## config.mk

```make
export PLATFORM = sky130hd
export DESIGN_NAME = noc_crossbar_switch
export DESIGN_NICKNAME = d
export VERILOG_FILES = /design/src/rtl/noc_crossbar_switch.sv
export SDC_FILE = /design/constraint.sdc
export NUM_CORES = 1
export LEC_CHECK = 0
export CELL_PAD_IN_SITES_DETAIL_PLACEMENT = 1
export CELL_PAD_IN_SITES_GLOBAL_PLACEMENT = 2
export CORE_MARGIN = 2
export CORE_UTILIZATION = 25
export DETAILED_ROUTE_END_ITERATION = 10
export MAX_ROUTING_LAYER = met4
export PLACE_DENSITY_LB_ADDON = 0.25
export SLEW_MARGIN = 20
export SYNTH_ARGS = -nofsm -noshare
export SYNTH_HDL_FRONTEND = slang
export SYNTH_SLANG_ARGS = --single-unit
```

## constraint.sdc

```tcl
create_clock -name clk -period 4.9 [get_ports clk]
set_input_delay 1.47 -clock clk [delete_from_list [all_inputs] [get_ports clk]]
set_output_delay 1.47 -clock clk [all_outputs]
set_load 0.01 [all_outputs]
```

## src/rtl/noc_crossbar_switch.sv

```systemverilog
// P x P flit crossbar for a virtual-channel router: routes each granted input flit to its
// destination output. It also supports static-straight-allocation (SSA) writes and an optional output register.
module noc_crossbar_switch #(
   parameter int unsigned V                         = 4,
   parameter int unsigned P                         = 5,
   parameter int unsigned Fpay                      = 32,
   parameter string       TOPOLOGY                  = "MESH",
   parameter string       MUX_TYPE                  = "ONE_HOT",
   parameter int unsigned ADD_PIPREG_AFTER_CROSSBAR = 0,
   parameter string       SSA_EN                    = "YES"
) (
   input  logic                       clk,
   input  logic                       reset,
   input  logic [P*(P-1)-1:0]         granted_dest_port_all,
   input  logic [P*(2+V+Fpay)-1:0]    flit_in_all,
   input  logic [P-1:0]               ssa_flit_wr_all,
   output logic [P*(2+V+Fpay)-1:0]    flit_out_all,
   output logic [P-1:0]               flit_out_we_all
);
   localparam int unsigned FW     = 2 + V + Fpay;
   localparam int unsigned GW     = P - 1;
   localparam int unsigned KW     = (GW > 1) ? $clog2(GW) : 1;
   localparam int unsigned IW     = $clog2(P);
   localparam bit          SSA_ON = (SSA_EN == "YES");

   logic [FW-1:0]   flit_in [P];
   logic [P-1:0]    req     [P];
   logic [P-1:0]    src     [P];
   logic [KW-1:0]   gnt_k   [P];
   logic [KW-1:0]   sel     [P];
   logic [FW-1:0]   data_c  [P];
   logic [P-1:0]    any_gnt;
   logic [P-1:0]    we_c;
   logic [P*FW-1:0] data_all_c;

   // The topology name only labels the instance; it does not change the datapath.
   if (TOPOLOGY == "") begin : g_unnamed_topology
   end

   always_comb begin
      for (int i = 0; i < P; i++) flit_in[i] = flit_in_all[i*FW +: FW];
   end

   // Decode per-input grant fields into per-output source vectors (req[o][i]).
   // Index k of the select register numbers the other inputs of output o.
   always_comb begin
      any_gnt = '0;
      we_c    = '0;
      for (int o = 0; o < P; o++) begin
         req[o]   = '0;
         src[o]   = '0;
         gnt_k[o] = '0;
         for (int i = 0; i < P; i++) begin
            if (i != o) begin
               if (granted_dest_port_all[i*GW + ((o < i) ? o : o - 1)]) begin
                  req[o][i] = 1'b1;
                  gnt_k[o]  = gnt_k[o] | KW'((i < o) ? i : i - 1);
               end
            end
         end
         any_gnt[o] = |req[o];
         we_c[o]    = any_gnt[o] | (SSA_ON & ssa_flit_wr_all[o]);
         if (any_gnt[o]) begin
            src[o] = req[o];
         end else if (SSA_ON && ssa_flit_wr_all[o]) begin
            for (int i = 0; i < P; i++) begin
               if (i != o && sel[o] == KW'((i < o) ? i : i - 1)) src[o][i] = 1'b1;
            end
         end
      end
   end

   // Remember the last granting input per output for later SSA writes.
   always_ff @(posedge clk) begin
      if (reset) begin
         for (int o = 0; o < P; o++) sel[o] <= '0;
      end else begin
         for (int o = 0; o < P; o++) begin
            if (any_gnt[o]) sel[o] <= gnt_k[o];
         end
      end
   end

   if (MUX_TYPE == "BINARY") begin : g_binary
      logic [IW-1:0] src_idx [P];
      always_comb begin
         for (int o = 0; o < P; o++) begin
            src_idx[o] = '0;
            for (int i = 0; i < P; i++) begin
               if (src[o][i]) src_idx[o] = src_idx[o] | IW'(i);
            end
            data_c[o] = (|src[o]) ? flit_in[src_idx[o]] : '0;
         end
      end
   end else begin : g_one_hot
      always_comb begin
         for (int o = 0; o < P; o++) begin
            data_c[o] = '0;
            for (int i = 0; i < P; i++) data_c[o] = data_c[o] | ({FW{src[o][i]}} & flit_in[i]);
         end
      end
   end

   always_comb begin
      data_all_c = '0;
      for (int o = 0; o < P; o++) data_all_c[o*FW +: FW] = data_c[o];
   end

   if (ADD_PIPREG_AFTER_CROSSBAR != 0) begin : g_pipe
      always_ff @(posedge clk) begin
         if (reset) begin
            flit_out_all    <= '0;
            flit_out_we_all <= '0;
         end else begin
            flit_out_all    <= data_all_c;
            flit_out_we_all <= we_c;
         end
      end
   end else begin : g_comb
      assign flit_out_all    = reset ? '0 : data_all_c;
      assign flit_out_we_all = reset ? '0 : we_c;
   end

endmodule

```

Yosys cells after proc, flatten, opt, wreduce, memory -nomap -nowiden
Memory sizes are Yosys's and may differ from the RTL's.
Cells that the tools add are included.
{"block": "word_totals", "in_bits": 217, "elab_cells": 166, "ram_bits": 10, "romBits": 0, "latch_bits": 0, "output_inout_bits": 195, "reg_bits": 0, "mem_count": 1}
{"memory": "sel", "words": 5, "width": 2, "rd": 5, "rd_clocked_by_memory_dff": 0, "wr": 5, "line_no": "30", "text": "logic [KW-1:0] sel [P];"}
{"block": "classes", "mul": 0, "n_div": 0, "reduce_logical": 10, "n_mux": 95, "n_bitwise": 45, "n_eq_ne": 15, "n_shift": 0, "order_cmp": 0, "add_sub_neg": 0}
{"op": "$and A38 B38 Y38", "n": 20}
{"op": "$or A38 B38 Y38", "n": 15}
{"op": "$mux W190", "n": 1}
{"op": "$mux W1", "n": 66}
{"op": "$mux W2", "n": 19}
{"op": "$eq A2 B2 Y1 const B", "n": 10}
{"op": "$reduce_or A4 Y1", "n": 5}
{"op": "$mux W4", "n": 4}
{"op": "$mux W3", "n": 4}
{"op": "$eq A2 B1 Y1 const B", "n": 5}
{"op": "$logic_not A2 Y1", "n": 5}
{"op": "$or A1 B1 Y1", "n": 10}
{"op": "$mux W5", "n": 1}

Longest topological paths before layout
An unclocked memory read counts as a cell.
{"block": "depth", "depth_word": 10, "depth_mapped": 7, "ltp_nobuf": 4}

Worst setup path after synthesis
Ideal clock, no wire load.
{"block": "synth_timing", "path_kind": "input -> output", "from": "input port granted_dest_port_all[17]", "to": "output port flit_out_all[56]", "arrival_time_ps": 2867, "n_path_buf": 3, "t_required_ps": 3430, "slack_ps": 563, "path_stages": 7, "cell_sequence": "clkbuf_1 > nor4_2 > nor3b_2 > and3b_1 > buf_2 > buf_2 > a221o_1"}
{"block": "synth_between", "elab_chain_len": 8, "word_cells_on_any_way": 12}
{"element": "from (decl)", "line_no": "14", "text": "input logic [P*(P-1)-1:0] granted_dest_port_all,"}
{"element": "$mux W1 (*)", "line_no": "55", "text": "if (granted_dest_port_all[i*GW + ((o < i) ? o : o - 1)]) begin"}
{"element": "$reduce_or A4 Y1", "line_no": "61", "text": "any_gnt[o] = |req[o];"}
{"element": "$mux W1 / $mux W3 (equally long branches)", "line_no": "63", "text": "if (any_gnt[o]) begin"}
{"element": "$and A38 B38 Y38", "line_no": "99", "text": "for (int i = 0; i < P; i++) data_c[o] = data_c[o] | ({FW{src[o][i]}} & flit_in[i]);"}
{"element": "$or A38 B38 Y38 (2 in series)", "line_no": "99"}
{"element": "$or A38 B38 Y38 (*)", "line_no": "99"}
{"element": "$mux W190 (*)", "line_no": "120", "text": "assign flit_out_all = reset ? '0 : data_all_c;"}
{"element": "to (decl)", "line_no": "17", "text": "output logic [P*(2+V+Fpay)-1:0] flit_out_all,"}
Mark *: on every way between the ends. The rest lies on a longest branch, timed or not.

Worst setup path after layout
{"block": "layout_timing", "from": "input port ssa_flit_wr_all[1]", "to": "output port flit_out_all[75]"}
{"block": "layout_between", "elab_chain_len": 7, "word_cells_on_any_way": 12}
{"element": "from (decl)", "line_no": "16", "text": "input logic [P-1:0] ssa_flit_wr_all,"}
{"element": "$mux W1 / $mux W3 (equally long branches)", "line_no": "65", "text": "end else if (SSA_ON && ssa_flit_wr_all[o]) begin"}
{"element": "$mux W1 / $mux W3 (equally long branches)", "line_no": "63"}
{"element": "$and A38 B38 Y38", "line_no": "99"}
{"element": "$or A38 B38 Y38 (2 in series)", "line_no": "99"}
{"element": "$or A38 B38 Y38 (*)", "line_no": "99"}
{"element": "$mux W190 (*)", "line_no": "120"}
Marks and branches as above.

==> metrics.txt <==
clk sinks=10; Via density=just under 7; die area=approximately 41000 um^2; iteration-0 DRC count of the detailed router=about 1700; per-cell routed wire length=33.7 um; TritonCTS clock tree=done; CP Class=in2out; status=finished with violations; Sw Share=about half; Area growth syn-to-layout=55.0%; Final nets=1934; Switching Power=0.00102 W; # setup viols final=2; fmax=approximately 0.20 GHz; I/O pin cnt=around 400; top cell type's share of synthesized area=~30%; Biggest register=sel; Core Area=around 39000 um^2; Period minus WS final=4.91 ns; Largest register FFs=10; share of cells above drive strength 1=13.9%; clock buffer count from CTS=3; failing checks=setup timing; Worst-path clk slew=~0.040 ns; Required @ worst endpoint=about 3.4 ns; Syn Inst Count=1383; post-synthesis register bit count=10; antenna-violating nets left=0; first-pass GRT wire length=107000 um; top cells by area, synth=a22oi_1 (29%), a221o_1 (11%), mux2i_1 (11%), mux4_2 (10%), nand2_1 (7.2%); GRT overflow=0; Max Cap Viol=0; row cnt=72; Seq pwr share=under 10%; drt first pass iters=6; hold_buf cts=0; Internal=approximately 0.00097 W; Die Span X=202 um; Synth Flop Type=edfxtp_1; crit share post-route=100%; crit end category=output pin; via count=15300; worst-margin pin slew=between 1 and 1.5 ns; Pleak=6.21 nW; vias in the first global route=about 16000; PwrDens=about 130 nW/um^2; Slew Limit Fails=0; Yosys cell types=34; initial antenna violation count=6; worst hold path class=in2reg; H-tree Lvls=1; FFs w/ async S/R, synth=0%; Setup WS post-layout=-0.00806 ns; most frequent cells in the layout=a22oi_1 (380), clkdlybuf4s50_1 (227), nand2_1 (187); synthesized cell area=9780 um^2; critical path fanouts, max=20; Final Hold Viols=0; starting density of the core=25.3%; area leader, netlist=a22oi_1; All-Layer GR Usage=about a third; synthesized area per cell=around 7.1 um^2; total wire length=75400 um; IO buf count=~410; die height=just over 200 um; DRC errors left=0; Clock Tree Buf Depth=2; dpl hpwl=44500 um; Peak VDD IR=approximately 0.00010 V; Post-synth EDFFs=10; syn_nets=1600; Combinational Power Share=just under 90%; clock share of power=~7.5%; commonest non-fill, non-tap cell in the layout=a22oi_1; Root Buffer=clkbuf_16; pre-CTS WS=-0.337 ns; worst path arrival time=between 3 and 4 ns; relative slew slack=28.4%; largest net degree at the start of global routing=70; WHS=about 1.6 ns; Regs by FF count=sel (10); RSZ-0062 raised after global routing=yes; register area share after synthesis=a little over 3%; startpoint types=primary input; Synthesis Warnings=0; routability-driven placement congestion ratio=~0.86
==> worst paths after layout <==
| check | start | to | slack [ns] | cells past startpoint |
|---|---|---|---|---|
| max | ssa_flit_wr_all[1] | flit_out_all[75] | -0.008 | 8 |
| min | reset | sel[0][3]$_SDFFCE_PP0P_ | 1.61 | 2 |
==> per-stage QoR <==
stage	std cells	area, um^2	setup TNS [ns]	util (%)	total power (W)
after floorplan	1383	9780	0	-	0.000918
after global placement	2188	14500	-32.83	37.6	0.00179
after detailed placement	2189	14600	-36.38	37.7	0.00181
after CTS	2215	14900	-3.73	38.5	0.00194
after global routing	2239	15200	-0.109	39.2	0.00208
final	2239	15200	-0.00934	39.2	0.00199
==> power groups by stage <==
stage	Sequential, W	Combinational, W	Clock, W
5_1_grt	0.000114	0.00181	0.000154
2_1_floorplan	0.000108	0.000810	0
4_1_cts	0.000112	0.00168	0.000154
3_3_place_gp	0.000113	0.00167	0
6_report	0.000113	0.00173	0.000149
3_5_place_dp	0.000113	0.00170	0
==> metal layers <==
metal | share of wire, % | global-route usage (%) | vias up | wire length [um]
met3 | 10 | 5.76 | 153 | 7600
met2 | 46 | 57.5 | 1099 | 35000
met1 | 40 | 44.5 | 7755 | 30300
li1 | - | - | 6330 | -
met5 | 0 | - | - | 0
met4 | 3.4 | 11.3 | 0 | 2540
==> worst max-delay path, cell delays in order <==
cell and delay, ns:
clkdlybuf4s50_1 0.54, inv_1 0.10, nor3b_4 0.23, and3b_2 0.25, buf_4 0.13, buf_12 0.19, a221o_1 0.23, dlygate4sd2_1 0.29
==> what timing repair did <==
item | in CTS | in global routing
buffers inserted | 17 | 14
cloned | 5 | 5
gates resized for setup | 151 | 106
endpoints found under the setup margin | 149 | 73
pin swaps | 4 | 8
==> cell type report <==
| class | count | area (um^2) |
|---|---|---|
| fillers | 4655 | 23500 |
| multi-input cells | 1157 | 8720 |
| repair buffers | 538 | 5380 |
| well taps | 518 | 648 |
| flip-flops and latches | 10 | 300 |
| clock buffers | 3 | 75.1 |
| inverters | 7 | 26.3 |
| diodes | 5 | 12.5 |
| clock inverters | 1 | 3.75 |
==> cell usage after synthesis (2+ instances only) <==
| master | instances |
|---|---|
| o21ai_0 | 111 |
| edfxtp_1 | 10 |
| and2_1 | 4 |
| nor4_2 | 2 |
| nor2_1 | 13 |
| nand2b_1 | 7 |
| a21oi_1 | 116 |
| mux4_2 | 44 |
| buf_6 | 4 |
| nand4bb_1 | 2 |
| o22ai_2 | 2 |
| mux2i_1 | 111 |
| nor4_1 | 2 |
| a221o_1 | 111 |
| buf_2 | 35 |
| buf_1 | 51 |
| nand2_1 | 187 |
| nand3_1 | 3 |
| inv_1 | 7 |
| clkbuf_1 | 115 |
| buf_4 | 4 |
| a22oi_1 | 380 |
| and3b_1 | 3 |
| o21a_1 | 4 |
| a31oi_1 | 45 |
| o41ai_2 | 2 |
==> kinds of logic after synthesis <==
| kind of cell | Yosys count | share of synthesized area, % |
|---|---|---|
| flops | 10 | 3.07 |
| mux | 155 | 21.5 |
| simple gates | 231 | 10.3 |
| buf+inv | 216 | 9.20 |
| compound gates | 771 | 55.9 |
(Power assumes the default switching activity.)
